<file path="src/rtl/mem_arbiter.sv">
// Two-port memory arbiter: fixed CPU priority with a starvation guard that forces a DMA grant
// after STARVE consecutive contested CPU wins. All memory-side outputs are registered.
module mem_arbiter #(
  parameter int unsigned AW     = 32,
  parameter int unsigned DW     = 32,
  parameter int unsigned STARVE = 4
) (
  input  logic          clk,
  input  logic          reset,
  input  logic          cpu_req,
  input  logic          cpu_we,
  input  logic [AW-1:0] cpu_adr,
  input  logic [DW-1:0] cpu_wd,
  output logic [DW-1:0] cpu_rd,
  output logic          cpu_ack,
  output logic          cpu_stall,
  input  logic          dma_req,
  input  logic          dma_we,
  input  logic [AW-1:0] dma_adr,
  input  logic [DW-1:0] dma_wd,
  output logic [DW-1:0] dma_rd,
  output logic          dma_ack,
  output logic          mem_req,
  output logic          mem_we,
  output logic [AW-1:0] mem_adr,
  output logic [DW-1:0] mem_wd,
  input  logic [DW-1:0] mem_rd,
  input  logic          mem_ready
);

  typedef enum logic [2:0] {StIdle, StGntCpu, StGntDma, StAckCpu, StAckDma} state_e;

  state_e        state_q;
  logic [3:0]    starve_cnt_q;
  logic          mem_req_q, mem_we_q, cpu_ack_q, dma_ack_q;
  logic [AW-1:0] mem_adr_q;
  logic [DW-1:0] mem_wd_q, cpu_rd_q, dma_rd_q;
  logic          dma_wins;

  assign dma_wins  = dma_req & (~cpu_req | (starve_cnt_q == 4'(STARVE)));
  assign cpu_stall = cpu_req & ~cpu_ack_q;

  always_ff @(posedge clk) begin
    if (reset) begin
      state_q      <= StIdle;
      starve_cnt_q <= 4'd0;
      mem_req_q    <= 1'b0;
      mem_we_q     <= 1'b0;
      mem_adr_q    <= '0;
      mem_wd_q     <= '0;
      cpu_ack_q    <= 1'b0;
      dma_ack_q    <= 1'b0;
      cpu_rd_q     <= '0;
      dma_rd_q     <= '0;
    end else begin
      cpu_ack_q <= 1'b0;
      dma_ack_q <= 1'b0;
      unique case (state_q)
        StIdle: begin
          if (dma_wins) begin
            state_q      <= StGntDma;
            mem_req_q    <= 1'b1;
            mem_we_q     <= dma_we;
            mem_adr_q    <= dma_adr;
            mem_wd_q     <= dma_wd;
            starve_cnt_q <= 4'd0;
          end else if (cpu_req) begin
            state_q   <= StGntCpu;
            mem_req_q <= 1'b1;
            mem_we_q  <= cpu_we;
            mem_adr_q <= cpu_adr;
            mem_wd_q  <= cpu_wd;
            // Only contested CPU wins count toward forcing a DMA grant.
            if (!dma_req) begin
              starve_cnt_q <= 4'd0;
            end else if (starve_cnt_q != 4'(STARVE)) begin
              starve_cnt_q <= starve_cnt_q + 4'd1;
            end
          end else begin
            starve_cnt_q <= 4'd0;
          end
        end
        StGntCpu: begin
          if (mem_ready) begin
            cpu_rd_q  <= mem_rd;
            mem_req_q <= 1'b0;
            cpu_ack_q <= 1'b1;
            state_q   <= StAckCpu;
          end
        end
        StGntDma: begin
          if (mem_ready) begin
            dma_rd_q  <= mem_rd;
            mem_req_q <= 1'b0;
            dma_ack_q <= 1'b1;
            state_q   <= StAckDma;
          end
        end
        StAckCpu: state_q <= StIdle;
        StAckDma: state_q <= StIdle;
        default:  state_q <= StIdle;
      endcase
    end
  end

  assign mem_req = mem_req_q;
  assign mem_we  = mem_we_q;
  assign mem_adr = mem_adr_q;
  assign mem_wd  = mem_wd_q;
  assign cpu_ack = cpu_ack_q;
  assign dma_ack = dma_ack_q;
  assign cpu_rd  = cpu_rd_q;
  assign dma_rd  = dma_rd_q;

endmodule

</file>
<file path="config.mk">
export PLATFORM = sky130hd
export DESIGN_NAME = mem_arbiter
export DESIGN_NICKNAME = d
export VERILOG_FILES = /design/src/rtl/mem_arbiter.sv
export SDC_FILE = /design/constraint.sdc
export NUM_CORES = 1
export LEC_CHECK = 0
export CORE_ASPECT_RATIO = 1.75
export CORE_MARGIN = 2
export CORE_UTILIZATION = 45
export DETAILED_ROUTE_END_ITERATION = 6
export MAX_ROUTING_LAYER = met4
export PLACE_DENSITY = 0.87
export SLEW_MARGIN = 20
export SYNTH_ARGS = -nofsm -noshare
export SYNTH_HDL_FRONTEND = slang
export SYNTH_SLANG_ARGS = --single-unit
</file>
<file path="constraint.sdc">
create_clock -name clk -period 4.7 [get_ports clk]
set_input_delay 0.94 -clock clk [delete_from_list [all_inputs] [get_ports clk]]
set_output_delay 0.94 -clock clk [all_outputs]
set_load 0.02 [all_outputs]
</file>
After elaboration in Yosys (flattened, before gate mapping)
Index checks and enable logic that the tools add are counted.
{"block": "classes", "add_sub_neg": 1, "eq_ne": 9, "mux": 20, "n_bitwise": 7, "n_reduce_logical": 12}
{"operator": "32-bit two-way mux", "n": 4}
{"operator": "4-bit two-way mux", "n": 4}
{"operator": "3-bit two-way mux", "n": 4}
{"operator": "3-bit one-hot mux with 3 select lines", "n": 1}
{"operator": "2-bit AND reduction", "n": 4}
{"operator": "1-bit two-way mux", "n": 6}
{"operator": "3-bit AND reduction", "n": 2}
{"operator": "2-bit OR reduction", "n": 3}
{"operator": "4-bit by 1-bit adder with 4-bit output, second input constant", "n": 1}
{"operator": "4-bit by 3-bit == test with 1-bit output, second input constant", "n": 1}
{"operator": "2-bit != test, second input constant", "n": 2}
{"operator": "4-bit by 2-bit != test with 1-bit output, second input constant", "n": 1}
{"operator": "4-bit by 3-bit != test with 1-bit output, second input constant", "n": 1}
{"operator": "1-bit NOT", "n": 4}
{"operator": "2-bit nonzero test", "n": 2}
{"operator": "3-bit by 1-bit == test with 1-bit output, second input constant", "n": 1}
{"operator": "3-bit by 2-bit == test with 1-bit output, second input constant", "n": 1}
{"operator": "3-bit zero test", "n": 1}
{"operator": "3-bit != test, second input constant", "n": 1}
{"operator": "1-bit AND", "n": 2}
{"operator": "2-bit by 1-bit != test with 1-bit output, second input constant", "n": 1}
{"operator": "1-bit one-hot mux with 2 select lines", "n": 1}
{"operator": "1-bit bitwise OR", "n": 1}
{"block": "word_totals", "ff_bits": 139, "input_bits": 167, "out_inout_bits": 133, "word_cells": 59}

Longest topological paths before layout
Gate-level depths: netlist (run 1).
{"block": "logic_depth", "depth_word": 5, "depth_mapped": 7, "depth_no_buf": 5}

Worst setup path after synthesis (run 1)
OpenSTA, ideal clock, no wires.
{"block": "synth_path", "path_kind": "input -> output", "start": "input port cpu_req", "end": "output port cpu_stall", "arrival_time_ns": 1.485, "t_required_ns": 3.760, "path_slack_ns": 2.275, "path_stages": 3, "n_path_buf": 1, "cell_sequence": "inv_1 -> clkbuf_1 -> nor2_1"}
{"block": "synth_via", "elab_chain_len": 1}
{"item": "start, declared", "line_no": "10", "text": "input logic cpu_req,"}
{"item": "1-bit AND", "line_no": "41", "text": "assign cpu_stall = cpu_req & ~cpu_ack_q;"}
{"item": "end, declared", "line_no": "16", "text": "output logic cpu_stall,"}
No other way between the ends.

Worst setup path after layout (run 1)
Same ends and word-level chain as after synthesis.

==> flow_metrics.tcl, run 1 <==
set metrics [dict create \
    pwr-share-clk_pct 39.9 \
    ys_ff_latch 139 \
    hold_depth 2 \
    setup_ws_ps 1470 \
    vias 6662 \
    antenna_found_initial 1 \
    period_needed_ps 3230 \
    setup_tns_ps 0 \
    busiest_layer "met2" \
    startpoint_type "input pin" \
    place_ws_ps 1440 \
    use_met2_pct 48.1 \
    worstPathRequired_ps 3760 \
    r2r_end "mem_adr[10]$_SDFFE_PP0P_" \
    htree_levels 4 \
    drv_cap 0 \
    clock_skew_ps 12.4 \
    p_comb_share_pct 23.4 \
    crit_fanout 5 \
    core-area_um2 13900 \
    nNetsFinal 1141 \
    ys_top_cells_by_area "dfxtp_1, a311oi_2, a21oi_1" \
    cts_setup_buffers 0 \
    cts_resized 0 \
    cts_buffers 17 \
    critical_path_class "input pin to output port" \
    clockBufferDepth 2 \
    outcome "completed" \
    drv_slew 0 \
    leakage_nw 3.35 \
    gp_congestion 0.838 \
    powerDensity_nw_per_um2 366 \
    drcViolationCount 0 \
    synth_fp_nets 903 \
    holdBufCountCts 0 \
    switching_share_pct 28.7 \
    relSlewSlack_pct 31.4 \
    hold_start "cpu_rd[18]$_SDFFE_PP0P_" \
    area_growth_pct 55.5 \
    root_buffer "clkbuf_16" \
    grt_util_met1_pct 32.7 \
    die_h_um 162 \
    synth_top_area_share_pct 43.6 \
    postSynthCellCount 734 \
    crit_path_end_kind "output port" \
    antenna_left 0 \
    filler_cell_count 1069 \
    rrSetupSlack_ps 1980 \
    clock.fmax_ghz 0.309 \
    tightest_slew_ps 1030 \
    min_period_over_period_pct 68.8 \
    ir_drop_mv 0.232 \
    first_iter_violations 404 \
    multiInputGateArea_um2 3180 \
    cts_tree "yes" \
    yosysWarnings 0 \
    internal-power_mw 2.59 \
    num_rows 57 \
    yosysTopAreaCell "dfxtp_1" \
    p_seq_share_pct 36.7 \
    drive_gt1_share_pct 10.7 \
    ff_latch_area_um2 2780 \
    num_io_pins 300 \
    clock_sinks 139 \
    grt_util_met3_pct 5.78 \
    rsz0062_at_grt "no" \
    hold_viol 0 \
    io_buffers 299 \
    viasPerCell 5.73 \
    dr.pass1.iters 5 \
    initial_utilization_pct 45.9 \
    globalRouteTotalUtil_pct 28.6 \
    grt_overflow_total 0 \
    synth_area_um2 6380 \
    crit_arrival_ps 2290 \
    ys_seq_area_share_pct 43.6 \
    grt_pass1_vias 6484 \
    drt_wl_total_um 21600 \
    clock_latency_ps 410 \
    utilization_pct 71.4 \
    rr_startpoint "state_q[2]$_SDFFE_PP0P_" \
    die_area_um2 15200 \
    worst_hold_slack_ps 454 \
    hold_end "cpu_rd[18]$_SDFFE_PP0P_" \
    rr_worst_depth 4 \
    wire_per_inst_um 18.6 \
    grt_max_degree 79 \
    grt_pass1_wl_um 33700 \
    path_clk_slew_ps 60 \
    dp_hpwl_um 14100 \
    synthDistinctLibCells 33 \
    hold_path.class "flip-flop to flip-flop" \
    avgSynthCellArea_um2 8.70 \
    netSwitchingPower_mw 1.04 \
    setup_viol 0 \
    die_w_um 94.0 \
]
## synth_stat cells
| cell type | n |
|---|---|
| clkbuf_1 | 53 |
| nor4_1 | 1 |
| and3b_1 | 1 |
| nand4bb_1 | 2 |
| or3b_2 | 1 |
| a21o_1 | 1 |
| nor2_1 | 4 |
| buf_6 | 6 |
| dfxtp_1 | 139 |
| nand4b_1 | 3 |
| buf_2 | 32 |
| nand3_1 | 67 |
| or3_1 | 1 |
| nand2_1 | 133 |
| and2_1 | 1 |
| nand3b_1 | 2 |
| buf_4 | 2 |
| o211ai_1 | 66 |
| nand4_1 | 3 |
| and4b_1 | 1 |
| and2_4 | 1 |
| a311oi_2 | 50 |
| or2_0 | 1 |
| nor3_4 | 1 |
| nor4bb_1 | 2 |
| inv_1 | 3 |
| o21ai_0 | 1 |
| a21oi_1 | 134 |
| a31oi_1 | 2 |
| xnor2_1 | 1 |
| ha_1 | 2 |
| nand2b_1 | 2 |
| a311oi_1 | 15 |
## state kept, by name, summed over array words and instances (netlist names)
name	cells
mem_adr	32
dma_ack	1
cpu_rd	32
state_q	3
mem_we	1
starve_cnt_q	4
mem_wd	32
mem_req	1
cpu_ack	1
dma_rd	32
## final cells by class
class / count / area share [%]
multi-input combinational: 499 / 32.1
timing repair buffer: 312 / 31.2
sequential: 139 / 28.0
inverter: 3 / 0.113
antenna: 1 / 0.0252
clock inverter: 14 / 2.07
clock buffer: 17 / 4.29
tap: 177 / 2.23
## kinds of logic (layout without fill, tap and decap cells)
kind of cell             count (synthesis)  after routing  synth area share (%)
AO/OA/AOI/OAI                          269            269                  32.5
XOR/XNOR                                 1              1                 0.137
adder cells (fa/ha/maj)                  2              2                 0.392
buffers and inverters                   96            346                  7.09
flip-flops                             139            139                  43.6
other                                    0              1                     0
AND/OR/NAND/NOR                        227            227                  16.3
## critical path: stages
cell and delay (ps):
clkdlybuf4s50_1 570, inv_2 70, nor2_1 100, clkdlybuf4s50_1 610
## power groups by stage
stage	Clock, mW	Sequential (mW)	Combinational [mW]
2_1_floorplan	0	1.46	0.349
3_3_place_gp	0	1.35	0.837
3_5_place_dp	0	1.36	0.850
4_1_cts	1.47	1.33	0.852
5_1_grt	1.53	1.34	0.902
6_report	1.45	1.33	0.851
## cells in the final DEF (no fill, tap or decap), drive strengths merged, types with 2 or more instances in the layout
cell type	synthesis	routed
bufinv	0	4
ha	2	2
o211ai	66	66
nand4bb	2	2
clkdlybuf4s50	0	297
nand2b	2	2
a21oi	134	134
nor2	4	4
and2	2	2
nand4	3	3
nand3	67	67
inv	3	10
clkbuf	53	17
nand3b	2	2
nor4bb	2	2
buf	40	15
dfxtp	139	139
clkinv	0	2
a311oi	65	65
a31oi	2	2
nand4b	3	3
nand2	133	133
## metal layers
layer  part of all wire, %  routed length, µm  up-vias
met5                     0                  0        -
met4                   3.6                769        0
met3                   6.5               1400       58
met2                    52              11300      306
met1                    38               8110     3124
li1                      -                  -     3174
## through the flow
step / cells / power [mW] / instance area, µm²
after detailed placement: 1130 / 2.21 / 9290
after CTS: 1161 / 3.66 / 9920
after floorplan: 734 / 1.81 / 6380
final: 1162 / 3.63 / 9930
after global placement: 1130 / 2.19 / 9290
after global routing: 1162 / 3.77 / 9930
## worst max-delay path by stage
stage                       start         to  depth (start not counted)
after detailed placement  cpu_req  cpu_stall                          4
final                     cpu_req  cpu_stall                          4
after floorplan           cpu_req  cpu_stall                          3
after global routing      cpu_req  cpu_stall                          4
after CTS                 cpu_req  cpu_stall                          4
after global placement    cpu_req  cpu_stall                          4
Note: power is estimated with default switching activity, not from simulation.
==> inputs of run 2 (changes only) <==
- CORE_UTILIZATION: 45 -> 37
- PLACE_DENSITY: 0.87 -> 0.76
- clock period: 4.7 -> 2.7 ns (I/O delays scaled with it)
==> run 2 against run 1 <==
Net effect: total power increased by 69%; sequential share of layout area decreased by 0.24 points; global-route usage decreased by 4.3 points; non-clock buffer count increased by 3; critical path depth unchanged; first-iteration DRC count decreased by 2.7%; final cell count increased by 4.6%; routed wire length increased by 1.4%; clock skew decreased by 4.3 ps; die area increased by 21%; critical endpoint unchanged.
==> flow_metrics.tcl, run 2 (synthesis gave the netlist of run 1 again) <==
set metrics [dict create \
    grt_pass1_wl_um 34100 \
    num_rows 63 \
    internal-power_mw 4.34 \
    antennaDiodeCount 0 \
    crit_arrival_ps 1980 \
    initial_utilization_pct 37.7 \
    grt_max_degree 88 \
    crit_chain "clkdlybuf4s50_1 > inv_2 > nor2_1 > clkdlybuf4s50_1" \
    setup_tns_ps 0 \
    crit_fanout 5 \
    worstPathRequired_ps 2160 \
    place_ws_ps 60.0 \
    clockBufferDepth 2 \
    drv_cap 0 \
    hold_viol 0 \
    vias 6667 \
    slowest_stage "clkdlybuf4s50_1" \
    powerDensity_nw_per_um2 611 \
    path_clk_slew_ps 60 \
    die_w_um 103 \
    globalRouteTotalUtil_pct 24.3 \
    area_growth_pct 56.8 \
    drv_slew 0 \
    hold_path.class "flip-flop to flip-flop" \
    clock_skew_ps 8.13 \
    drt_wl_total_um 21900 \
    first_iter_violations 393 \
    cts_tree "yes" \
    netSwitchingPower_mw 1.79 \
    p_seq_share_pct 37.9 \
    die_h_um 178 \
    core-area_um2 16900 \
    htree_levels 4 \
    crit_path_end_kind "output port" \
    leakage_nw 3.36 \
    p_comb_share_pct 24.3 \
    final_common_cell "clkdlybuf4s50_1" \
    relSlewSlack_pct 30.1 \
    final_cell_mix "clkdlybuf4s50_1, dfxtp_1, a21oi_1" \
    root_buffer "clkbuf_16" \
    ff_latch_area_um2 2780 \
    grt_overflow_total 0 \
    ir_drop_mv 0.471 \
    gp_congestion 0.806 \
    wire_per_inst_um 18.0 \
    drive_gt1_share_pct 10.9 \
    pwr-share-clk_pct 37.8 \
    slowest_delay_ps 610 \
    switching_share_pct 29.2 \
    critical_path_class "input pin to output port" \
    period_needed_ps 2520 \
    io_buffers 299 \
    multiInputGateArea_um2 3180 \
    clock_sinks 139 \
    min_period_over_period_pct 93.3 \
    worst_path_most_repeated_cell "clkdlybuf4s50_1" \
    dp_hpwl_um 14000 \
    num_io_pins 300 \
    clock.fmax_ghz 0.397 \
    cts_setup_buffers 0 \
    path_buf_inv 3 \
    tightest_slew_ps 1050 \
    nNetsFinal 1144 \
    cts_resized 0 \
    drcViolationCount 0 \
    antenna_found_initial 0 \
    startpoint_type "input pin" \
    cts_buffers 17 \
    die_area_um2 18400 \
    viasPerCell 5.49 \
    filler_cell_count 1500 \
    holdBufCountCts 0 \
    rsz0062_at_grt "no" \
    crit_family "buffers and inverters" \
    antenna_left 0 \
    setup_ws_ps 180 \
    outcome "completed" \
    clock_latency_ps 420 \
    grt_pass1_vias 6585 \
    dr.pass1.iters 4 \
    setup_viol 0 \
]
run 2: cell type report:
| type | instances | area share [%] |
|---|---|---|
| Sequential cell | 139 | 27.8 |
| Clock buffer | 19 | 4.42 |
| Multi-Input combinational cell | 499 | 31.8 |
| Clock inverter | 13 | 1.41 |
| Timing Repair Buffer | 315 | 31.6 |
| Tap cell | 227 | 2.84 |
| Inverter | 3 | 0.112 |
run 2: final timing paths:
path / start / to / slack, ps / cells past startpoint
worst max-delay path: cpu_req / cpu_stall / 180 / 4
worst min-delay path: dma_rd[20]$_SDFFE_PP0P_ / dma_rd[20]$_SDFFE_PP0P_ / 450 / 2
worst max register to register: state_q[2]$_SDFFE_PP0P_ / mem_wd[15]$_SDFFE_PP0P_ / 710 / 3
worst min register to register: dma_rd[20]$_SDFFE_PP0P_ / dma_rd[20]$_SDFFE_PP0P_ / 450 / 2
run 2: layer usage:
metal / track usage (%) / vias to the layer above / part of all wire [%]
met5: - / - / 0
met4: 9.27 / 0 / 2.6
met3: 4.29 / 34 / 6.2
met2: 42.2 / 291 / 53
met1: 27.3 / 3155 / 38
li1: - / 3187 / -
run 2: tightest hold or removal path: cells and delay by family (launching register included):
| family | cells | cell delay [ps] |
|---|---|---|
| flops | 1 | 310 |
| simple gates | 1 | 50 |
| compound gates | 1 | 50 |
run 2: power groups by stage:
stage          combinational (mW)  sequential (mW)  clock [mW]
5_1_grt                      1.59             2.34        2.45
6_report                     1.49             2.32        2.31
2_1_floorplan               0.607             2.55           0
4_1_cts                      1.50             2.32        2.37
3_3_place_gp                 1.48             2.36           0
3_5_place_dp                 1.49             2.36           0
run 2: stage by stage:
| step | cells | utilization (%) | hold WS, ps | power (mW) | cell area (µm²) |
|---|---|---|---|---|---|
| floorplan | 734 | - | 470 | 3.15 | 6380 |
| global placement | 1183 | 55.6 | 440 | 3.84 | 9430 |
| detailed placement | 1183 | 55.6 | 446 | 3.85 | 9430 |
| CTS | 1215 | 59.1 | 454 | 6.19 | 10000 |
| global route | 1215 | 59.1 | 468 | 6.38 | 10000 |
| finish | 1215 | 59.1 | 452 | 6.12 | 10000 |
==> inputs of run 3 (changes only) <==
- REMOVE_ABC_BUFFERS: default -> 1
==> run 3 against run 2 <==
Net effect: worst setup slack worse by 24 ps; clock power up 8%; sequential cell count unchanged; critical path type unchanged; largest cell class is now buffers; highest routed layer unchanged.
==> flow_metrics.tcl, run 3 (synthesis gave the netlist of run 1 again) <==
set metrics [dict create \
    outcome "completed" \
    relSlewSlack_pct 45.2 \
    worstPathRequired_ps 2160 \
    final_cells 1219 \
    drv_cap 0 \
    filler_cell_count 1459 \
    drcViolationCount 0 \
    htree_levels 4 \
    first_iter_violations 275 \
    cts_tree "yes" \
    clock_sinks 139 \
    dp_hpwl_um 14900 \
    initial_utilization_pct 37.7 \
    clock.fmax_ghz 0.393 \
    grt_util_met3_pct 5.00 \
    busiest_layer "met2" \
    powerDensity_nw_per_um2 626 \
    leakage_nw 3.39 \
    antenna_found_initial 0 \
    ir_drop_mv 0.402 \
    grt_overflow_total 0 \
    rr_worst_depth 4 \
    hold_viol 0 \
    final_cell_mix "clkdlybuf4s50_1, dfxtp_1, a21oi_1" \
    grt_max_degree 72 \
    holdBufCountCts 0 \
    viasPerCell 5.47 \
    period_needed_ps 2540 \
    crit_path_end_kind "output port" \
    grt_util_met1_pct 28.2 \
    clockBufferDepth 2 \
    drt_wl_total_um 22400 \
    grt_pass1_wl_um 34800 \
    core-area_um2 16900 \
    clock_latency_ps 410 \
    globalRouteTotalUtil_pct 24.9 \
    antenna_left 0 \
    placedCellCount 1186 \
    root_buffer "clkbuf_16" \
    rsz0062_at_grt "no" \
    drive_gt1_share_pct 11.2 \
    hold_depth 2 \
    crit_fanout 5 \
    startpoint_type "input pin" \
    critical_path_class "input pin to output port" \
    vias 6666 \
    path_clk_slew_ps 60 \
    grt_pass1_vias 6559 \
    clock_skew_ps 13.0 \
    cts_resized 0 \
    gp_congestion 0.781 \
    die_area_um2 18400 \
    hold_path.class "flip-flop to flip-flop" \
    die_h_um 178 \
    nNetsFinal 1147 \
    dr.pass1.iters 5 \
    io_buffers 299 \
    cts_buffers 17 \
    setup_viol 0 \
    num_io_pins 300 \
    crit_arrival_ps 2000 \
    use_met2_pct 41.4 \
    final_common_cell "clkdlybuf4s50_1" \
    area_growth_pct 57.8 \
    die_w_um 103 \
    min_period_over_period_pct 94.2 \
    drv_slew 0 \
    cts_setup_buffers 0 \
    tightest_slew_ps 823 \
    wire_per_inst_um 18.4 \
    worst_hold_slack_ps 452 \
    num_rows 63 \
]
run 3: changes by cell type in the layout (fill, tap and decap cells not counted), sizes merged:
cell	previous run	this run
buf	18	21
inv	5	10
bufinv	2	3
diode	0	1
clkinv	6	1
clkinvlp	3	2
run 3: cell type report:
type / instances / area [µm²] / share of cell area [%]
repair buffers: 318 / 3190 / 31.7
multi-input cells: 499 / 3180 / 31.6
flip-flops and latches: 139 / 2780 / 27.6
clock buffers: 19 / 443 / 4.40
well taps: 227 / 284 / 2.82
clock inverters: 13 / 178 / 1.76
inverters: 3 / 11.3 / 0.112
diodes: 1 / 2.50 / 0.0248
run 3: stage by stage:
| stage | util (%) | setup TNS [ps] | instance area [µm²] | total power, mW | setup WS [ps] |
|---|---|---|---|---|---|
| 2_1_floorplan | - | -86080 | 5940 | 3.05 | -840 |
| 3_3_place_gp | 55.8 | 0 | 9450 | 3.84 | 129 |
| 3_5_place_dp | 55.8 | 0 | 9450 | 3.86 | 139 |
| 4_1_cts | 59.4 | 0 | 10100 | 6.38 | 139 |
| 5_1_grt | 59.4 | 0 | 10100 | 6.58 | 151 |
| 6_report | 59.4 | 0 | 10100 | 6.31 | 157 |
run 3: power breakdown:
group	switching, mW	internal [mW]	leakage [nW]
combinational	0.769	0.730	1.95
sequential	0.0954	2.22	1.14
clock	0.988	1.51	0.298
total	1.85	4.46	3.39
run 3: metal layers:
metal  wire length, µm  up-vias  part of all wire, %
met3              1280       46                  5.7
met2             11800      268                   53
met1              8520     3159                   38
met4               805        0                  3.6
li1                  -     3193                    -
met5                 0        -                    0
run 3: critical path: stages:
cell and delay, ps:
clkdlybuf4s50_1 650, inv_2 60, nor2_1 100, clkdlybuf4s50_1 650
run 3: path summary, 6_finish.rpt:
| check | from | endpoint | slack (ps) |
|---|---|---|---|
| setup reg to reg | state_q[2]$_SDFFE_PP0P_ | mem_we$_SDFFE_PP0P_ | 730 |
| hold / removal | dma_rd[13]$_SDFFE_PP0P_ | dma_rd[13]$_SDFFE_PP0P_ | 450 |
| hold reg to reg | dma_rd[13]$_SDFFE_PP0P_ | dma_rd[13]$_SDFFE_PP0P_ | 450 |
| setup / recovery | cpu_req | cpu_stall | 160 |
